==> src/rtl/mac8_pkg.sv <==
// rtl/mac8_pkg.sv - shared types and helpers for the MAC8 reversible datapath
//
// Purpose: sequencer state encoding and the counter-width helper used by the
// digit-serial reversible adder.
// Ports: none (package).
package mac8_pkg;

   typedef enum logic [1:0] {
      IDLE = 2'd0,
      RUN  = 2'd1,
      DONE = 2'd2
   } state_t;

   // Number of bits needed to hold values 0..v-1, never less than 1.
   function automatic int clog2(input int v);
      int r;
      r = 0;
      while ((1 << r) < v) r++;
      return (r < 1) ? 1 : r;
   endfunction

endpackage

==> src/rtl/reversible_digit_slice.sv <==
// rtl/reversible_digit_slice.sv - DIGIT-wide ripple chain of reversible full adders
//
// Purpose: adds one digit of each operand plus a carry in a single cycle.
// Ports:
//   a_dig, b_dig : DIGIT-bit operand digits
//   c_in         : carry into bit 0 of the digit
//   s_dig        : DIGIT-bit sum digit
//   c_out        : carry out of the top cell
//   c_msb_in     : carry into the top cell (for signed overflow)
module reversible_digit_slice #(
   parameter int DIGIT = 2
) (
   input  logic [DIGIT-1:0] a_dig,
   input  logic [DIGIT-1:0] b_dig,
   input  logic             c_in,
   output logic [DIGIT-1:0] s_dig,
   output logic             c_out,
   output logic             c_msb_in
);

   logic [DIGIT:0]   chain;
   logic [DIGIT-1:0] unused_g1;
   logic [DIGIT-1:0] unused_g2;

   assign chain[0] = c_in;

   for (genvar i = 0; i < DIGIT; i++) begin : g_cell
      reversible_full_adder u_rfa (
         .a    (a_dig[i]),
         .b    (b_dig[i]),
         .cin  (chain[i]),
         .anc  (1'b0),
         .sum  (s_dig[i]),
         .cout (chain[i+1]),
         .g1   (unused_g1[i]),
         .g2   (unused_g2[i])
      );
   end

   assign c_out    = chain[DIGIT];
   assign c_msb_in = chain[DIGIT-1];

endmodule

==> src/rtl/reversible_full_adder.sv <==
// rtl/reversible_full_adder.sv - reversible full adder built from two Peres gates
//
// Purpose: one-bit full adder made of reversible gates. The ancilla enters
// the first Peres gate; the two garbage lines preserve reversibility.
// Ports:
//   a, b, cin  : addend bits and carry in
//   anc        : ancilla input, tie to 0 for full-adder behaviour
//   sum, cout  : sum bit and carry out
//   g1, g2     : garbage outputs (a and a^b)
module reversible_full_adder (
   input  logic a,
   input  logic b,
   input  logic cin,
   input  logic anc,
   output logic sum,
   output logic cout,
   output logic g1,
   output logic g2
);

   logic p_xor;
   logic p_and;

   // Peres(a, b, anc) -> (a, a^b, ab^anc)
   assign g1    = a;
   assign p_xor = a ^ b;
   assign p_and = (a & b) ^ anc;

   // Peres(a^b, cin, ab) -> (a^b, a^b^cin, (a^b)cin ^ ab)
   assign g2    = p_xor;
   assign sum   = p_xor ^ cin;
   assign cout  = (p_xor & cin) ^ p_and;

endmodule

==> src/rtl/reversible_digit_serial_adder.sv <==
// rtl/reversible_digit_serial_adder.sv - digit-serial reversible adder with accumulator
//
// Purpose: adds two WIDTH-bit operands DIGIT bits per clock through a narrow
// reversible slice, with valid/ready handshakes and an accumulate mode.
// Ports:
//   clk, rst_n           : clock (rising edge), async active-low reset
//   in_valid, in_ready   : operand handshake (in_ready high only in IDLE)
//   a, b, cin            : operands and carry-in (a ignored when acc_mode=1)
//   acc_mode             : 1 selects the accumulator as operand A
//   clear                : zeroes the accumulator while idle
//   out_valid, out_ready : result handshake
//   sum, cout, overflow  : result, unsigned carry, signed overflow
module reversible_digit_serial_adder
   import mac8_pkg::*;
#(
   parameter int WIDTH = 8,
   parameter int DIGIT = 2
) (
   input  logic             clk,
   input  logic             rst_n,
   input  logic             in_valid,
   output logic             in_ready,
   input  logic [WIDTH-1:0] a,
   input  logic [WIDTH-1:0] b,
   input  logic             cin,
   input  logic             acc_mode,
   input  logic             clear,
   output logic             out_valid,
   input  logic             out_ready,
   output logic [WIDTH-1:0] sum,
   output logic             cout,
   output logic             overflow
);

   localparam int NDIG = WIDTH / DIGIT;
   localparam int CW   = clog2(NDIG + 1);
   localparam logic [CW-1:0] LAST = CW'(NDIG - 1);

   state_t           state;
   logic [WIDTH-1:0] a_sh;
   logic [WIDTH-1:0] b_sh;
   logic [WIDTH-1:0] acc;
   logic             carry;
   logic [CW-1:0]    cnt;
   logic             acc_mode_r;

   logic [DIGIT-1:0] s_dig;
   logic             c_out;
   logic             c_msb_in;
   logic [WIDTH-1:0] next_sum;
   logic [WIDTH-1:0] op_a;

   reversible_digit_slice #(.DIGIT(DIGIT)) u_slice (
      .a_dig    (a_sh[DIGIT-1:0]),
      .b_dig    (b_sh[DIGIT-1:0]),
      .c_in     (carry),
      .s_dig    (s_dig),
      .c_out    (c_out),
      .c_msb_in (c_msb_in)
   );

   // New digit enters from the MSB side; written as a shift so that
   // DIGIT == WIDTH needs no empty part-select.
   assign next_sum = WIDTH'({s_dig, sum} >> DIGIT);

   // A clear coinciding with an accumulate accept makes operand A zero.
   assign op_a = acc_mode ? (clear ? '0 : acc) : a;

   always_ff @(posedge clk or negedge rst_n) begin
      if (!rst_n) begin
         state      <= IDLE;
         in_ready   <= 1'b1;
         out_valid  <= 1'b0;
         sum        <= '0;
         cout       <= 1'b0;
         overflow   <= 1'b0;
         acc        <= '0;
         cnt        <= '0;
         carry      <= 1'b0;
         a_sh       <= '0;
         b_sh       <= '0;
         acc_mode_r <= 1'b0;
      end else begin
         case (state)
            IDLE: begin
               if (clear) acc <= '0;
               if (in_valid && in_ready) begin
                  a_sh       <= op_a;
                  b_sh       <= b;
                  carry      <= cin;
                  cnt        <= '0;
                  acc_mode_r <= acc_mode;
                  in_ready   <= 1'b0;
                  state      <= RUN;
               end
            end
            RUN: begin
               sum   <= next_sum;
               a_sh  <= a_sh >> DIGIT;
               b_sh  <= b_sh >> DIGIT;
               carry <= c_out;
               cnt   <= cnt + 1'b1;
               if (cnt == LAST) begin
                  cout      <= c_out;
                  overflow  <= c_msb_in ^ c_out;
                  if (acc_mode_r) acc <= next_sum;
                  out_valid <= 1'b1;
                  state     <= DONE;
               end
            end
            DONE: begin
               if (out_ready) begin
                  out_valid <= 1'b0;
                  in_ready  <= 1'b1;
                  state     <= IDLE;
               end
            end
            default: begin
               out_valid <= 1'b0;
               in_ready  <= 1'b1;
               state     <= IDLE;
            end
         endcase
      end
   end

endmodule

==> config.mk <==
export PLATFORM = sky130hd
export DESIGN_NAME = reversible_digit_serial_adder
export DESIGN_NICKNAME = d
export VERILOG_FILES = /design/src/rtl/mac8_pkg.sv /design/src/rtl/reversible_digit_slice.sv /design/src/rtl/reversible_full_adder.sv /design/src/rtl/reversible_digit_serial_adder.sv
export SDC_FILE = /design/constraint.sdc
export NUM_CORES = 1
export LEC_CHECK = 0
export CORE_MARGIN = 2
export CORE_UTILIZATION = 38
export DETAILED_ROUTE_END_ITERATION = 12
export PLACE_DENSITY = 0.64
export SYNTH_ARGS = -nofsm -noshare
export SYNTH_HDL_FRONTEND = slang
export SYNTH_SLANG_ARGS = --single-unit
==> constraint.sdc <==
create_clock -name clk -period 3.92 [get_ports clk]
set_input_delay 0.392 -clock clk [delete_from_list [all_inputs] [get_ports clk]]
set_output_delay 0.392 -clock clk [all_outputs]
set_load 0.02 [all_outputs]
==> results of run 1 <==
-- worst paths after layout --
kind,start,end,cells past startpoint
worst max-delay path,state[0],b_sh[4],3
worst min-delay path,rst_n,b_sh[5],1
worst max register to register,state[0],b_sh[4],3
worst min register to register,sum[0],sum[0],2
max in group asynchronous,rst_n,a_sh[6],1
min in group clk,sum[0],sum[0],2
-- power groups by stage --
stage	registers [uW]	logic [uW]	clock network, uW
after global routing	718	690	379
after CTS	692	622	359
after global placement	698	611	0
after floorplan	715	430	0
after detailed placement	701	618	0
final	690	615	350
-- layout make-up --
type	count	share of cell area, %
flip-flops and latches	43	44.2
well taps	70	3.59
multi-input cells	112	32.5
repair buffers	34	13.8
clock inverters	3	1.80
clock buffers	5	2.82
inverters	9	1.39
-- Yosys cell counts (all sizes together), types with 4 or more instances --
cell type,instances
a21oi,10
a221oi,4
a22o,11
o21ai,19
buf,9
o2bb2ai,9
dfrtp,42
mux2i,6
nand2,25
nor2b,4
inv,9
-- per-layer routing --
metal / GRT usage, % / vias to the layer above / share of wire [%]
met3: 4.27 / 4 / 4.4
li1: - / 694 / -
met1: 23.8 / 667 / 50
met5: 0 / - / 0
met2: 21.3 / 35 / 44
met4: 5.45 / 0 / 1.2
-- flip-flops by register name, summed over array words and instances (netlist names) --
register,cells
acc,8
a_sh,8
out_valid,1
b_sh,8
cnt,3
carry,1
sum,8
cout,1
state,2
acc_mode_r,1
in_ready,1
overflow,1
-- placed cells by master, fill, tap and decap left out, drive strengths merged, types with 2 or more instances in the layout --
cell           count
ha                 2
a21oi             10
dfrtp             42
clkdlybuf4s50     33
nand2             25
a22oi              2
o21ai             19
fa                 2
mux2i              6
nor2b              4
clkbuf             5
clkinv             2
inv                9
a311oi             2
a221oi             4
nor2               2
a22o              11
o2bb2ai            9
-- cells by family (layout without fill, tap and decap cells) --
kind of cell / count (synthesis) / count (layout) / share of synthesized area [%]
flip-flops: 43 / 43 / 54.2
buffers and inverters: 19 / 51 / 6.04
AND/OR/NAND/NOR: 37 / 37 / 8.82
AO/OA/AOI/OAI: 63 / 63 / 23.4
adder cells (fa/ha/maj): 4 / 4 / 3.27
XOR/XNOR: 1 / 1 / 0.441
multiplexers: 7 / 7 / 3.78
-- metrics by stage --
step / instances / hold slack [ns] / cell area, sq um / utilization, %
final: 276 / 0.238 / 2440 / 48.1
after global routing: 276 / 0.315 / 2440 / 48.1
after CTS: 276 / 0.270 / 2440 / 48.1
after detailed placement: 268 / 0.470 / 2330 / 45.8
after global placement: 268 / 0.465 / 2330 / 45.8
after floorplan: 174 / 0.0964 / 1990 / -
==> out/summary.txt, run 1 <==
Site Rows -> 26
routed vias -> 1,400
Hold-fix buffers, CTS -> 0
Worst Path Buf+Inv -> 0
# DRC -> 0
FF/Latch Area -> 1080 sq um
post-route ant nets -> 0
overall power -> 1650 uW
fraction of layout cells with a size suffix above 1 -> 8.25%
#FFs+latches synth -> 43
switch share -> 37.1%
worst ir drop on vdd -> 0.000369 V
post-route minimum period -> 2.13 ns
Clk pwr share -> 21.2%
crit end category -> flip-flop
drt initial violations -> 84
CORE AREA -> 5070 sq um
wire length per cell -> 14.9 um
Worst-Skew Late Latency -> 0.30 ns
TritonCTS clock tree -> built
top_reg_cell synth -> dfrtp_1
CTS Buf Count -> 5
Final Max Tran Viols -> 0
setup ws final -> 1.79 ns
Async S/R FF share, synth -> 100%
Clock Sinks -> 43
Synth top area share -> 52.9%
crit-path cells -> nor2b_2 > mux2i_1 > o21ai_0
sequential share of power -> 41.7%
total gr overflow -> 0
Critical Path RT -> 4.07 ns
vias in the first global route -> 1,435
CTS clock-pin slew for the worst setup and hold paths -> 0.08 ns
setup violators final -> 0
die area -> 5820 sq um
Internal -> 1040 uW
# resized after CTS -> 0
IO Count -> 35
Final nets -> 232
slowest CP cell -> nor2b_2
post-synthesis area per instance -> 11.4 sq um
switching power -> 613 uW
Max stage delay on crit path -> 1.02 ns
CP Max Fanout -> 26
Syn Nets -> 201
Yosys Warn Count -> 0
DRT Wirelength -> 4110 um
Max-Cap Viols -> 0
largest net degree at the start of global routing -> 44
antenna violations before repair -> 0
Post-DP HPWL -> 2820 um
worst slack, placed -> 1.76 ns
top achievable clock speed -> 0.470 GHz
unrepaired setup endpoints after global routing -> false
Pre-Repair DR Iteration Count -> 4
Syn Inst Count -> 174
CP Launch Type -> flip-flop
area grow syn2layout -> 22.7%
status -> finished clean
post-synth top area cell -> dfrtp_1
Clock Skews -> 0.00763 ns
Worst Setup Path Type -> reg -> reg
worst hold path class -> in -> async
Die H -> 76.3 um
Pwr Density -> 678 nW/um^2
ant diodes -> 0
top cells by area, synth -> dfrtp_1 53%, a22o_1 4.8%, nand2_1 4.7%, o21ai_0 3.8%, o2bb2ai_1 3.5%
Final Hold Fails -> 0
GPL Wtd Cong -> 0.756
post-synth cell types -> 38
first-pass GRT wire length -> 7220 um
Worst Path Arrival -> 2.28 ns
# Post-CTS Setup Buffers -> 0
period utilisation layout -> 54.3%
Initial Util -> 39.2%
Lkg Pwr -> 0.00105 uW
Root Buffer -> clkbuf_8
CTS HTree Levels -> 2
area occupied by multi-input gates -> 792 sq um
sequential area share after synthesis -> 54.2%
relative slew slack -> 20.6%
# fillers -> 489
gr usage total -> 15.7%
Gate power share -> 37.1%
Post-synth EDFFs -> 0
setup tns final -> 0 ns
Slew @ Worst Pin -> 1.19 ns
synthesized area -> 1990 sq um
Max clock buf depth -> 2
Top delay family on crit path -> simple AND/OR/NAND/NOR gates
# port buffers -> 34
DR vias/cell -> 5.07
FF-to-FF setup slack -> 1.79 ns
die width -> 76.3 um
Note: power is estimated with default switching activity, not from simulation.
==> run 2: changes to the inputs <==
==> constraint.sdc (replaced) <==
create_clock -name clk -period 2 [get_ports clk]
set_input_delay 0.2 -clock clk [delete_from_list [all_inputs] [get_ports clk]]
set_output_delay 0.2 -clock clk [all_outputs]
set_load 0.02 [all_outputs]
==> run 2 against run 1 <==
  * Clock power is 59% higher
  * Critical endpoint is now in_ready
  * Wire length increased by 8.6%
  * Critical path depth down 2
  * Largest cell class unchanged
  * Sequential share of layout area down 0.89 points
  * Via count up 4.0%
  * Sequential power grew 97%
  * Non-clock buffer count increased by 8
  * Count of clock-buffer cells in the layout grew 1
==> out/summary.txt, run 2 (synthesis gave the netlist of run 1 again) <==
antenna violations before repair -> 0 (unchanged)
Final Max Tran Viols -> 0 (unchanged)
unrepaired setup endpoints after global routing -> false
CTS HTree Levels -> 2 (unchanged)
Initial Util -> 39.2% (unchanged)
Max clock buf depth -> 2 (unchanged)
FF-to-FF setup slack -> 0.30 ns (-1.49 ns)
CORE AREA -> 5070 sq um (unchanged)
CTS clock-pin slew for the worst setup and hold paths -> 0.08 ns (about the same)
Critical Path RT -> 1.80 ns (-2.27 ns)
period utilisation layout -> 86.1%
# DRC -> 0 (unchanged)
die width -> 76.3 um (unchanged)
Root Buffer -> clkbuf_8
largest net degree at the start of global routing -> 23 (-48%)
# port buffers -> 34 (unchanged)
Final Hold Fails -> 0 (unchanged)
IO Count -> 35 (unchanged)
setup tns final -> 0 ns (unchanged)
commonest non-fill, non-tap cell in the layout -> dfrtp_1
Final nets -> 240 (+3.4%)
Clock Skews -> 0.00900 ns (+0.00137 ns)
Slew @ Worst Pin -> 0.537 ns (-0.649 ns)
Worst-Skew Late Latency -> 0.29 ns (about the same)
most frequent cells in the layout -> 42 x dfrtp_1, 33 x clkdlybuf4s50_1, 25 x nand2_1
Top delay family on crit path -> buffers and inverters
worst hold path class -> in -> async
status -> finished clean
DR vias/cell -> 5.14 (+1.4%)
Fin Hold WS -> 0.419 ns (+0.181 ns)
Area after DPL -> 2390 sq um (+2.8%)
post-route minimum period -> 1.72 ns
Lkg Pwr -> 0.00108 uW (+3.1%)
setup violators final -> 0 (unchanged)
fraction of layout cells with a size suffix above 1 -> 10.8% (+2.5 points)
crit-path cells -> clkdlybuf4s50_1
vias in the first global route -> 1,517 (+5.7%)
GPL Wtd Cong -> 0.767 (+1.4%)
slowest CP cell -> clkdlybuf4s50_1
utilization after layout -> 49.0% (+0.99 points)
Worst Setup Path Type -> reg -> out
Pwr Density -> 1290 nW/um^2 (+90%)
crit end category -> output pin
Post-DP HPWL -> 3260 um (+16%)
area occupied by multi-input gates -> 792 sq um (unchanged)
Pre-Repair DR Iteration Count -> 4 (unchanged)
routed vias -> 1,456 (+4.0%)
Worst Path Buf+Inv -> 1 (+1)
Final Instance Area -> 2490 sq um (+2.1%)
total gr overflow -> 0 (unchanged)
area grow syn2layout -> 25.3%
Site Rows -> 26 (unchanged)
# Post-CTS Setup Buffers -> 0 (unchanged)
CTS Buf Count -> 5 (unchanged)
die area -> 5820 sq um (unchanged)
wire length per cell -> 15.8 um (+5.9%)
post-route ant nets -> 0 (unchanged)
TritonCTS clock tree -> built
FF/Latch Area -> 1080 sq um (unchanged)
ant diodes -> 0 (unchanged)
# fillers -> 486 (-0.61%)
CP Max Fanout -> 8 (-69%)
worst ir drop on vdd -> 0.000657 V (+78%)
Max stage delay on crit path -> 0.63 ns (-0.39 ns)
Max-Cap Viols -> 0 (unchanged)
CP Launch Type -> flip-flop
relative slew slack -> 64.2% (+44 points)
setup ws final -> 0.279 ns (-1.51 ns)
drt initial violations -> 106 (+26%)
gr usage total -> 16.3% (+0.59 points)
first-pass GRT wire length -> 7540 um (+4.4%)
worst slack, placed -> 0.228 ns (-1.53 ns)
DRT Wirelength -> 4460 um (+8.6%)
Die H -> 76.3 um (unchanged)
Clock Sinks -> 43 (unchanged)
Worst Path Arrival -> 1.52 ns (-0.76 ns)
top achievable clock speed -> 0.581 GHz
[run 2: changes by cell type in the layout (fill, tap and decap cells not counted), sizes merged]
cell and delta:
buf +7, clkinv -1, dlygate4sd3 +1, clkbuf +1, bufinv -1
[run 2: final timing paths]
path | from | depth (start not counted) | endpoint
hold / removal | rst_n | 2 | b_sh[7]
setup / recovery | in_ready | 1 | in_ready
min in group clk | sum[0] | 2 | sum[0]
setup reg to reg | a_sh[0] | 5 | acc[7]
hold reg to reg | sum[0] | 2 | sum[0]
max in group asynchronous | rst_n | 3 | in_ready
[run 2: cell type report]
class | count | share of cell area, %
sequential | 43 | 43.3
multi-input combinational | 112 | 31.8
timing repair buffer | 42 | 16.5
tap | 70 | 3.52
clock buffer | 6 | 3.32
inverter | 9 | 1.36
clock inverter | 1 | 0.201
[run 2: power breakdown]
group	switching, uW	internal (uW)	total [uW]
clock network	286	271	557
registers	228	1130	1360
logic	696	601	1300
[run 2: layer usage]
metal / GRT usage [%] / vias up / part of all wire, %
met2: 25.2 / 43 / 48
met4: 3.45 / 0 / 1.2
met5: 0 / - / 0
li1: - / 702 / -
met3: 4.38 / 6 / 3.8
met1: 23.0 / 705 / 47
[run 2: timing repair]
action | 4_1_cts | 5_1_grt
hold endpoints to repair | 21 | 0
hold buffers | 1 | 0
gates resized for setup | 0 | 0
[run 2: stage by stage]
stage,std cells,power [uW]
CTS,283,3250
finish,283,3210
global route,283,3440
global placement,275,2660
detailed placement,275,2690
floorplan,174,2240
==> run 3: changes to the inputs <==
--- a/config.mk
+++ b/config.mk
@@ -5,6 +5,8 @@
 export SDC_FILE = /design/constraint.sdc
 export NUM_CORES = 1
 export LEC_CHECK = 0
+export ABC_CLOCK_PERIOD_IN_PS = 2000
+export CAP_MARGIN = 30
 export CORE_MARGIN = 2
 export CORE_UTILIZATION = 38
 export DETAILED_ROUTE_END_ITERATION = 12
==> results of run 3 <==
Final layout, timing and power as in run 2 (identical DEF).
